==> config.mk <==
export PLATFORM = sky130hd
export DESIGN_NAME = func_sweep_flat
export DESIGN_NICKNAME = d
export VERILOG_FILES = /design/src/rtl/func_sweep_if.sv /design/src/rtl/func_sweep.sv /design/src/flat_wrapper.sv
export SDC_FILE = /design/constraint.sdc
export NUM_CORES = 1
export LEC_CHECK = 0
export CAP_MARGIN = 10
export CORE_UTILIZATION = 48
export DETAILED_ROUTE_END_ITERATION = 10
export GPL_TIMING_DRIVEN = 0
export PLACE_DENSITY = 0.83
export SLEW_MARGIN = 25
export SYNTH_ARGS = -nofsm -noshare
export SYNTH_HDL_FRONTEND = slang
export SYNTH_SLANG_ARGS = --single-unit
==> constraint.sdc <==
create_clock -name clk -period 1.8 [get_ports clk]
set_input_delay 0.36 -clock clk [delete_from_list [all_inputs] [get_ports clk]]
set_output_delay 0.36 -clock clk [all_outputs]
set_load 0.05 [all_outputs]
==> src/rtl/func_sweep_if.sv <==
`default_nettype none
// +--------------------------------------------------------------------+
// | func_sweep_if : sequencer <-> func / host signal bundle   rev 1.0   |
// +--------------------------------------------------------------------+
interface func_sweep_if;
  logic       start;
  logic [3:0] sel_o;
  logic       a_o;
  logic       b_o;
  logic       z_i;
  logic       busy;
  logic       done;
  logic       pass;
  logic [6:0] err_cnt;
  logic       fail_valid;
  logic [3:0] fail_sel;
  logic [1:0] fail_ab;

  modport slave (
    input  start, z_i,
    output sel_o, a_o, b_o, busy, done, pass, err_cnt,
           fail_valid, fail_sel, fail_ab
  );

  modport master (
    output start, z_i,
    input  sel_o, a_o, b_o, busy, done, pass, err_cnt,
           fail_valid, fail_sel, fail_ab
  );
endinterface
`default_nettype wire

==> src/rtl/func_sweep.sv <==
`default_nettype none
// +--------------------------------------------------------------------+
// | func_sweep : 64-vector self-checking sweep of the func unit  rev 1.0|
// +--------------------------------------------------------------------+
module func_sweep #(
  parameter int SETTLE = 1
) (
  input  wire logic     clk,
  input  wire logic     rst,
  func_sweep_if.slave   bus
);

  localparam logic [3:0] c_SETTLE_LAST = 4'(SETTLE - 1);

  typedef enum logic [1:0] {
    S_IDLE   = 2'd0,
    S_DRIVE  = 2'd1,
    S_SAMPLE = 2'd2,
    S_DONE   = 2'd3
  } state_t;

  state_t     r_state;
  state_t     w_state_nxt;
  logic [5:0] r_idx;
  logic [3:0] r_settle;
  logic [6:0] r_err;
  logic       r_pass;
  logic       r_fail_valid;
  logic [3:0] r_fail_sel;
  logic [1:0] r_fail_ab;

  logic [3:0] w_vec_sel;
  logic       w_exp;
  logic       w_mis;
  logic       w_active;

  // The select nibble doubles as the truth table, indexed by {a,b}.
  assign w_vec_sel = r_idx[5:2];
  assign w_exp     = w_vec_sel[r_idx[1:0]];
  assign w_mis     = (bus.z_i != w_exp);
  assign w_active  = (r_state == S_DRIVE) || (r_state == S_SAMPLE);

  always_ff @(posedge clk or posedge rst) begin
    if (rst) r_state <= S_IDLE;
    else     r_state <= w_state_nxt;
  end

  always_comb begin
    w_state_nxt = r_state;
    case (r_state)
      S_IDLE:   if (bus.start) w_state_nxt = S_DRIVE;
      S_DRIVE:  if (r_settle == c_SETTLE_LAST) w_state_nxt = S_SAMPLE;
      S_SAMPLE: w_state_nxt = (r_idx == 6'd63) ? S_DONE : S_DRIVE;
      S_DONE:   w_state_nxt = S_IDLE;
      default:  w_state_nxt = S_IDLE;
    endcase
  end

  always_ff @(posedge clk or posedge rst) begin
    if (rst) begin
      r_idx        <= 6'd0;
      r_settle     <= 4'd0;
      r_err        <= 7'd0;
      r_pass       <= 1'b0;
      r_fail_valid <= 1'b0;
      r_fail_sel   <= 4'd0;
      r_fail_ab    <= 2'd0;
    end else begin
      case (r_state)
        S_IDLE: begin
          r_settle <= 4'd0;
          if (bus.start) begin
            r_idx        <= 6'd0;
            r_err        <= 7'd0;
            r_pass       <= 1'b0;
            r_fail_valid <= 1'b0;
            r_fail_sel   <= 4'd0;
            r_fail_ab    <= 2'd0;
          end
        end
        S_DRIVE: begin
          if (r_settle == c_SETTLE_LAST) r_settle <= 4'd0;
          else                           r_settle <= r_settle + 4'd1;
        end
        S_SAMPLE: begin
          if (w_mis) begin
            r_err <= r_err + 7'd1;
            if (!r_fail_valid) begin
              r_fail_valid <= 1'b1;
              r_fail_sel   <= r_idx[5:2];
              r_fail_ab    <= r_idx[1:0];
            end
          end
          // Pass folds in the final sample so it is valid in the done cycle.
          if (r_idx == 6'd63) r_pass <= (r_err == 7'd0) && !w_mis;
          else                r_idx  <= r_idx + 6'd1;
        end
        default: ;
      endcase
    end
  end

  assign bus.busy       = w_active;
  assign bus.done       = (r_state == S_DONE);
  assign bus.sel_o      = w_active ? r_idx[5:2] : 4'd0;
  assign bus.a_o        = w_active ? r_idx[1]   : 1'b0;
  assign bus.b_o        = w_active ? r_idx[0]   : 1'b0;
  assign bus.pass       = r_pass;
  assign bus.err_cnt    = r_err;
  assign bus.fail_valid = r_fail_valid;
  assign bus.fail_sel   = r_fail_sel;
  assign bus.fail_ab    = r_fail_ab;

endmodule
`default_nettype wire

==> src/flat_wrapper.sv <==
// flat-port wrapper written by rule: the top's interface ports become plain ports
module func_sweep_flat 
#(
  parameter int SETTLE = 1
)
  (clk, rst, bus_start, bus_z_i, bus_sel_o, bus_a_o, bus_b_o, bus_busy, bus_done, bus_pass, bus_err_cnt, bus_fail_valid, bus_fail_sel, bus_fail_ab);
  func_sweep_if bus_i ();
  input  wire logic clk;
  input  wire logic rst;
  input wire logic [$bits(bus_i.start)-1:0] bus_start;
  input wire logic [$bits(bus_i.z_i)-1:0] bus_z_i;
  output wire logic [$bits(bus_i.sel_o)-1:0] bus_sel_o;
  output wire logic [$bits(bus_i.a_o)-1:0] bus_a_o;
  output wire logic [$bits(bus_i.b_o)-1:0] bus_b_o;
  output wire logic [$bits(bus_i.busy)-1:0] bus_busy;
  output wire logic [$bits(bus_i.done)-1:0] bus_done;
  output wire logic [$bits(bus_i.pass)-1:0] bus_pass;
  output wire logic [$bits(bus_i.err_cnt)-1:0] bus_err_cnt;
  output wire logic [$bits(bus_i.fail_valid)-1:0] bus_fail_valid;
  output wire logic [$bits(bus_i.fail_sel)-1:0] bus_fail_sel;
  output wire logic [$bits(bus_i.fail_ab)-1:0] bus_fail_ab;
  assign bus_i.start = bus_start;
  assign bus_i.z_i = bus_z_i;
  assign bus_sel_o = bus_i.sel_o;
  assign bus_a_o = bus_i.a_o;
  assign bus_b_o = bus_i.b_o;
  assign bus_busy = bus_i.busy;
  assign bus_done = bus_i.done;
  assign bus_pass = bus_i.pass;
  assign bus_err_cnt = bus_i.err_cnt;
  assign bus_fail_valid = bus_i.fail_valid;
  assign bus_fail_sel = bus_i.fail_sel;
  assign bus_fail_ab = bus_i.fail_ab;
  func_sweep #(.SETTLE(SETTLE)) u_core (.clk(clk), .rst(rst), .bus(bus_i));
endmodule
Word level (Yosys, flattened, before mapping)
Index checks and enable logic that the tools add are counted.
{"block": "totals", "regBits": 27, "in_bits": 4, "out_inout_bits": 23, "elab_cells": 66}
{"block": "classes", "n_addsub": 3, "order_cmp": 1, "eq_ne": 11, "n_mux": 30, "n_reduce_logical": 13}
{"cell": "two-way mux 4 bit", "n": 5}
{"cell": "case mux 4 bit (2 select lines)", "n": 2}
{"cell": "two-way mux 7 bit", "n": 2}
{"cell": "case mux 7 bit (2 select lines)", "n": 1}
{"cell": "two-way mux 2 bit", "n": 6}
{"cell": "two-way mux 6 bit", "n": 2}
{"cell": "case mux 6 bit (2 select lines)", "n": 1}
{"cell": "inequality test 2 bit, second input constant", "n": 5}
{"cell": "AND reduction 3 bit", "n": 3}
{"cell": "case mux 2 bit (4 select lines)", "n": 1}
{"cell": "adder 7 x 1 -> 7 bit, second input constant", "n": 1}
{"cell": "logical NOT 7 bit", "n": 1}
{"cell": "adder 6 x 1 -> 6 bit, second input constant", "n": 1}
{"cell": "== test 6 bit, second input constant", "n": 1}
{"cell": "two-way mux 1 bit", "n": 6}
{"cell": "adder 4 x 1 -> 4 bit, second input constant", "n": 1}
{"cell": "== test 2 bit, second input constant", "n": 2}
{"cell": "logical NOT 4 bit", "n": 1}
{"cell": "case mux 1 bit (2 select lines)", "n": 2}
{"cell": "case mux 2 bit (2 select lines)", "n": 1}
{"cell": "AND reduction 4 bit", "n": 1}
{"cell": "nonzero test 2 bit", "n": 2}
{"cell": "< comparator 2 x 3 -> 1 bit, second input constant", "n": 1}
{"cell": "binary-select mux 1 bit (select 2 bit)", "n": 1}
{"cell": "8 further kinds", "n": 8}

Longest topological paths before layout
Gate-level depths: netlist of the first run.
{"block": "logic_depth", "ltp_word": 7, "ltp_mapped": 8, "mapped_depth_nobuf": 6}

Least setup slack after synthesis of the first run
OpenSTA, ideal clock, no wires.
{"block": "synth_timing", "kind": "flip-flop to flip-flop", "start": "register u_core.r_fail_valid (netlist: u_core.bus.fail_valid)", "end": "register u_core.r_fail_ab[1] (netlist: u_core.bus.fail_ab[1])", "setup_time_ns": 0.080, "t_arrival_ns": 1.964, "required_time_ns": 1.720, "slack_ns": -0.244, "path_stages_with_launch": 5, "path_buffers": 2, "period_less_slack_ns": 2.044, "cell_sequence": "dfrtp_1 clkdlybuf4s50_2 or4_1 buf_6 o211ai_2"}
{"block": "synth_between", "elab_chain_len": 2}
{"item": "start, declared", "line_no": "func_sweep.sv:28", "text": "logic r_fail_valid;"}
{"item": "start signal, assigned", "line_no": "func_sweep.sv:65", "text": "r_fail_valid <= 1'b0;"}
{"item": "start signal, assigned", "line_no": "func_sweep.sv:76", "text": "r_fail_valid <= 1'b0;"}
{"item": "start signal, assigned", "line_no": "func_sweep.sv:89", "text": "r_fail_valid <= 1'b1;"}
{"item": "inequality test 2 bit (no source line)"}
{"item": "AND reduction 4 bit (no source line)"}
{"item": "end signal, assigned", "line_no": "func_sweep.sv:91", "text": "r_fail_ab <= r_idx[1:0];"}
{"item": "end, declared", "line_no": "func_sweep.sv:30", "text": "logic [1:0] r_fail_ab;"}
No other way between the ends.
A chain may end at the register's enable or synchronous reset.

Worst setup path after layout of the first run
{"block": "layout_timing", "start": "register u_core.r_idx[2]", "end": "register u_core.r_fail_ab[1] (netlist: u_core.bus.fail_ab[1])"}
{"block": "layout_between", "elab_chain_len": 5}
{"item": "start, declared", "line_no": "func_sweep.sv:24", "text": "logic [5:0] r_idx;"}
{"item": "start signal, assigned", "line_no": "func_sweep.sv:96", "text": "else r_idx <= r_idx + 6'd1;"}
{"item": "binary-select mux 1 bit (select 2 bit)", "line_no": "func_sweep.sv:39", "text": "assign w_exp = w_vec_sel[r_idx[1:0]];"}
{"item": "two-way mux 1 bit (not written as such)", "line_no": "func_sweep.sv:39"}
{"item": "inequality test 1 bit", "line_no": "func_sweep.sv:40", "text": "assign w_mis = (bus.z_i != w_exp);"}
{"item": "inequality test 2 x 1 -> 1 bit (no source line)"}
{"item": "AND reduction 4 bit (no source line)"}
No other way between the ends. The select of a mux whose other input is x is not followed.

==> results of run 1 <==
-- placed cells by master, fill, tap and decap left out, types with 2 or more instances in the layout --
cell / instances
a211o_1: 2
a21o_1: 2
a21oi_1: 5
a31o_2: 2
and2_4: 5
buf_2: 3
buf_4: 20
buf_6: 8
buf_8: 8
clkbuf_1: 3
clkbuf_16: 2
clkbuf_4: 3
clkdlybuf4s50_1: 3
dfrtp_1: 24
dfrtp_2: 3
dlygate4sd2_1: 14
ha_1: 7
ha_4: 2
inv_1: 13
inv_2: 2
nand2_1: 18
nand3_1: 12
nand3_2: 3
nand4_1: 4
nor2_1: 6
nor2b_1: 2
nor3_1: 3
nor4_1: 2
o211ai_1: 8
o211ai_2: 6
o21ai_0: 8
o31ai_1: 2
-- through the flow --
stage / util [%] / total power [uW] / TNS [ns] / worst slack (ns)
after floorplan: - / 2094 / -0.8076 / -0.1253
after global placement: 60.91 / 2535 / -4.495 / -0.3791
after detailed placement: 60.91 / 2557 / -4.838 / -0.4047
after CTS: 65.23 / 3028 / -1.693 / -0.2293
after global routing: 74.05 / 3743 / -2.228 / -0.1596
final: 74.05 / 3572 / -1.301 / -0.1070
-- logic make-up after synthesis --
| kind of cell | synth area share (%) |
|---|---|
| simple gates | 19.67 |
| compound gates | 19.74 |
| buf+inv | 9.071 |
| flops | 39.19 |
| fa+ha+maj | 7.257 |
| mux | 3.120 |
| xor+xnor | 1.960 |
-- critical path, cell delays in order, from the launching register on --
cell      delay (ns)
dfrtp_1         0.45
mux4_2          0.54
xnor2_4         0.17
or4_4           0.51
o211ai_2        0.17
-- per-layer routing --
layer | vias to the layer above | global-route usage (%)
li1 | 772 | -
met1 | 813 | 28.55
met2 | 82 | 40.55
met3 | 32 | 4.969
met4 | 0 | 13.65
met5 | - | 0
-- timing repair --
action	4_1_cts	5_1_grt
hold buffers	0	0
gates cloned	0	3
endpoints found under the setup margin	39	29
pin swaps	6	22
buffers inserted	14	12
gates resized for setup	77	46
-- worst paths after layout --
check,to,depth (start not counted),startpoint,slack [ns]
worst max-delay path,u_core.bus.fail_ab[1],4,u_core.r_idx[2],-0.11
worst min-delay path,u_core.bus.err_cnt[3],2,rst,0.38
worst max register to register,u_core.bus.fail_ab[1],4,u_core.r_idx[2],-0.11
worst min register to register,u_core.r_settle[3],1,u_core.r_settle[3],0.51
max in group asynchronous,u_core.bus.fail_valid,2,rst,0.99
min in group clk,u_core.r_settle[3],1,u_core.r_settle[3],0.51
-- report_power, final --
part	total [uW]	internal (uW)	switching, uW	leakage (uW)
registers	861	718	143	0.000365
clock network	279	87.2	192	0.0000150
logic	2430	997	1440	0.000789
-- flip-flops by register name, summed over array words and instances (netlist names) --
signal,cells
u_core.bus.fail_ab,2
u_core.r_state,2
u_core.bus.pass,1
u_core.bus.fail_valid,1
u_core.bus.err_cnt,7
u_core.r_idx,6
u_core.r_settle,4
u_core.bus.fail_sel,4
-- final cells by class --
type	count	share of cell area, %
buffer	9	3.440
clock buffer	4	1.047
inverter	16	2.493
multi-input combinational	129	42.42
sequential	27	27.07
tap	46	2.293
timing repair buffer	54	21.24
-- cells in the mapped netlist, types with 2 or more instances --
| master | instances |
|---|---|
| dfrtp_1 | 27 |
| nand2_1 | 18 |
| inv_1 | 16 |
| nand3_1 | 15 |
| ha_1 | 10 |
| o21ai_0 | 9 |
| nor2_1 | 8 |
| o211ai_1 | 8 |
| a21oi_1 | 7 |
| o211ai_2 | 6 |
| and2_1 | 5 |
| nand4_1 | 4 |
| nor3_1 | 4 |
| clkbuf_1 | 3 |
| clkbuf_8 | 3 |
| o31ai_1 | 3 |
| a211o_1 | 2 |
| a21o_1 | 2 |
| a31o_2 | 2 |
| buf_2 | 2 |
| buf_6 | 2 |
| mux2i_1 | 2 |
| nor2b_1 | 2 |
| nor4_1 | 2 |
==> flow_metrics.py, run 1 <==
metrics = {
    "outcome": {
        "status": "complete, but fails checks",
        "violations": "setup timing",
    },
    "grt": {
        "grt_max_degree": 28,
        "grt_pass1_vias": 1495,
        "grt_pass1_wl_mm": 6.637,
        "grt_overflow_total": 0,
        "grt_usage_pct": 24.06,
        "antenna_found_initial": 0,
    },
    "place": {
        "portBuffers": 26,
        "dp.cells": 254,
        "place_area_sq_um": 2064,
        "gp_congestion": 0.8327,
        "dp_hpwl_mm": 2.548,
    },
    "timing": {
        "relSlewSlack_pct": 60.72,
        "tightest_slew_ns": 0.5884,
        "fin_crit_sh_pct": 105.9,
        "setup_viol": 21,
        "hold_viol": 0,
        "setup_ws_ns": -0.1070,
        "drv_slew": 0,
        "fmax_mhz": 524.4,
        "whs_ns": 0.3766,
        "grt_setup_unrepaired": "true",
        "fin_skew_ns": 0.01174,
        "period_minus_slack_ns": 1.907,
    },
    "synth": {
        "ys_seq_area_share_pct": 39.19,
        "synth_cell_types": 44,
        "syn_nets": 196,
        "yosysTopAreaCell": "dfrtp_1",
        "synth_edf_count": 0,
        "ys.warnings.count": 0,
        "ys.flop_type": "dfrtp_1",
        "synth.avg_cell_area_sq_um": 9.473,
        "synth_top_area_share_pct": 39.19,
        "synthArstFlopShare_pct": 100.0,
        "synthesis.area_sq_um": 1724,
        "synthCells": 182,
        "ys_ff_latch": 27,
        "synthTopCellsByArea": "dfrtp_1 39%, ha_1 7.3%, nand3_1 4.4%",
    },
    "drt": {
        "met1Wirelength_mm": 2.057,
        "first_iter_violations": 119,
        "drt-vias-per-instance": 5.961,
        "highest_layer": "met4",
        "ant_nets": 0,
        "routed_wl_mm": 5.188,
        "firstDrtPassIters": 4,
        "drcViolationCount": 0,
        "wl_met3_um": 317,
        "wl_per_cell_um": 18.20,
        "via_count": 1699,
        "dr_wl_met2_mm": 2.555,
    },
    "floorplan": {
        "dieArea_sq_um": 3836,
        "initial_core_util_pct": 50.87,
        "io-pin-count": 27,
        "rows": 21,
        "core-area_sq_um": 3390,
        "die_y_um": 61.94,
        "die_w_um": 61.94,
    },
    "clocking": {
        "cts_root_buf": "clkbuf_4",
        "htree_levels": 1,
        "cts_tree": "built",
        "cts.sinks": 27,
        "clk_latency_ns": 0.34,
        "cts_max_path_buffers": 2,
        "clk_pin_slew_ns": 0.16,
        "cts_made_buffers": 3,
    },
    "layout": {
        "num_antenna_cells": 0,
        "seq_area_sq_um": 679.4,
        "fin_cells": 285,
        "fin_nets": 254,
        "syn2layout_area_growth_pct": 45.57,
        "postLayoutCellArea_sq_um": 2510,
        "num-fill-cells": 208,
        "drive_above_1_share_pct": 37.66,
        "multi_input_area_sq_um": 1065,
    },
    "power_and_ir_drop": {
        "power_density_nw_per_um2": 1423,
        "leakage_uw": 0.001169,
        "peakVddDrop_uv": 730.8,
    },
    "setup_path": {
        "critPathMaxFanout": 6,
        "critPathLaunchType": "flop",
        "arrival_ns": 2.17,
        "required_ns": 2.07,
        "end_kind": "flop",
        "path_class": "reg2reg",
    },
    "min_path": {
        "hp-class": "in2async",
    },
    "run": {
        "drv_cap": 0,
    },
}
(Power assumes the default switching activity.)
==> run 2, diff against run 1 <==
--- a/config.mk
+++ b/config.mk
@@ -9,8 +9,8 @@
 export CORE_UTILIZATION = 48
 export DETAILED_ROUTE_END_ITERATION = 10
 export GPL_TIMING_DRIVEN = 0
-export PLACE_DENSITY = 0.83
-export SLEW_MARGIN = 25
+export PLACE_DENSITY = 0.75
+export SLEW_MARGIN = 15
 export SYNTH_ARGS = -nofsm -noshare
 export SYNTH_HDL_FRONTEND = slang
 export SYNTH_SLANG_ARGS = --single-unit
==> flow_metrics.py, run 2 (synthesis results as in run 1) <==
metrics = {
    "outcome": {
        "status": "complete, but fails checks",
        "violations": "setup timing",
    },
    "power_and_ir_drop": {
        "combPwrFrac_pct": 66.5,
        "leakage_uw": 0.001117,
        "power_uw": 3379,
        "pwr-share-seq_pct": 25.2,
        "intPower_uw": 1707,
        "power_switching_share_pct": 49.48,
        "clock_power_share_pct": 8.2,
        "power_density_nw_per_um2": 1396,
        "power_switching_uw": 1672,
        "peakVddDrop_uv": 658.1,
    },
    "place": {
        "place_area_sq_um": 2064,
        "dp_hpwl_mm": 2.819,
        "gp_congestion": 0.8725,
        "portBuffers": 26,
        "pre_cts_ws_ns": -0.4309,
    },
    "timing": {
        "grt_setup_unrepaired": "true",
        "hold_viol": 0,
        "fin_skew_ns": 0.01971,
        "fmax_mhz": 511.8,
        "tightest_slew_ns": 1.004,
        "fin_crit_sh_pct": 108.6,
        "relSlewSlack_pct": 32.68,
        "setup_ws_ns": -0.1540,
        "period_minus_slack_ns": 1.954,
        "drv_slew": 0,
        "setup_viol": 20,
    },
    "setup_path": {
        "required_ns": 2.02,
        "crit_slowest_cell": "mux4_2",
        "end_kind": "flop",
        "path_class": "reg2reg",
        "arrival_ns": 2.18,
        "critPathLaunchType": "flop",
        "crit_family": "multiplexers",
        "crit_cells": 6,
        "critPathMaxFanout": 8,
        "path_buf_inv": 2,
        "critPathMaxStageDelay_ns": 0.56,
        "cp_cell_sequence": "mux4_2 -> xnor2_4 -> buf_6 -> clkbuf_16 -> o211ai_1 -> o211ai_2",
        "r2r_cells": 6,
    },
    "run": {
        "drv_cap": 0,
    },
    "layout": {
        "layout_commonest_cell": "dfrtp_1",
        "largest_reg_flops": 7,
        "drive_above_1_share_pct": 34.93,
        "num_antenna_cells": 0,
        "fin_nets": 244,
        "mostFrequentLayoutCells": "25 x dfrtp_1, 18 x nand2_1, 14 x dlygate4sd2_1, 13 x inv_1, 13 x nand3_1",
        "syn2layout_area_growth_pct": 40.35,
        "postLayoutCellArea_sq_um": 2420,
        "final_core_util_pct": 71.39,
    },
    "grt": {
        "grt_max_degree": 28,
        "grt_pass1_vias": 1583,
        "grt_overflow_total": 0,
        "grt_pass1_wl_mm": 6.996,
        "grt_usage_pct": 24.77,
        "antenna_found_initial": 0,
    },
    "drt": {
        "via_count": 1632,
        "drt-vias-per-instance": 5.935,
        "drcViolationCount": 0,
        "routed_wl_mm": 4.650,
        "wl_per_cell_um": 16.91,
        "ant_nets": 0,
        "first_iter_violations": 158,
        "firstDrtPassIters": 4,
    },
    "floorplan": {
        "initial_core_util_pct": 50.87,
        "die_y_um": 61.94,
        "rows": 21,
        "io-pin-count": 27,
        "dieArea_sq_um": 3836,
        "core-area_sq_um": 3390,
        "die_w_um": 61.94,
    },
    "clocking": {
        "cts_root_buf": "clkbuf_4",
        "htree_levels": 1,
        "clk_pin_slew_ns": 0.16,
        "cts.sinks": 27,
        "cts_max_path_buffers": 2,
        "cts_made_buffers": 3,
        "cts_tree": "built",
        "clk_latency_ns": 0.34,
    },
    "min_path": {
        "hp-class": "in2async",
    },
}
## run 2: cell count changes in the layout (fill, tap and decap cells not counted), moves of 2 or more
cell and change:
buf_4 -11, buf_6 +4, buf_8 -3, clkbuf_8 +2
## run 2: timing repair
| action | in CTS | in global routing |
|---|---|---|
| pin swaps | 12 | 12 |
| endpoints found under the setup margin | 38 | 30 |
| setup buffers | 17 | 2 |
| hold buffers | 0 | 0 |
| resized for setup | 91 | 36 |
## run 2: routing by layer
layer	vias to the layer above	GRT usage, %	part of all wire, %
met2	77	43.63	52
met4	0	9.841	1.9
met5	-	0	0
li1	740	-	-
met3	12	3.520	6.6
met1	803	30.55	40
## run 2: worst paths after layout
path	slack (ns)	from	to
min	0.41	rst	u_core.bus.fail_ab[1]
max in group asynchronous	0.87	rst	u_core.r_idx[4]
min reg2reg	0.53	u_core.r_settle[3]	u_core.r_settle[3]
max	-0.15	u_core.r_idx[4]	u_core.bus.fail_ab[0]
max reg2reg	-0.15	u_core.r_idx[4]	u_core.bus.fail_ab[0]
min in group clk	0.53	u_core.r_settle[3]	u_core.r_settle[3]
## run 2: cell type report
class | instances | area, sq um
Multi-Input combinational cell | 128 | 1059
Fill cell | 260 | 969.7
Sequential cell | 27 | 678.2
Timing Repair Buffer | 45 | 440.4
Buffer | 9 | 96.34
Inverter | 16 | 62.56
Tap cell | 46 | 57.56
Clock buffer | 4 | 26.28
## run 2: per-stage QoR
stage	setup TNS, ns	hold WS, ns	instances
after floorplan	-0.8076	0.4126	182
after global placement	-4.376	0.4656	254
after detailed placement	-5.132	0.4969	254
after CTS	-2.294	0.5156	274
after global routing	-3.059	0.4697	275
final	-1.869	0.4124	275
## run 2: power by group through the flow
stage	combinational [uW]	clock, uW	sequential [uW]
2_1_floorplan	1030	0	1070
3_3_place_gp	1650	0	856
3_5_place_dp	1690	0	866
4_1_cts	2030	272	838
5_1_grt	2390	310	864
6_report	2250	278	852
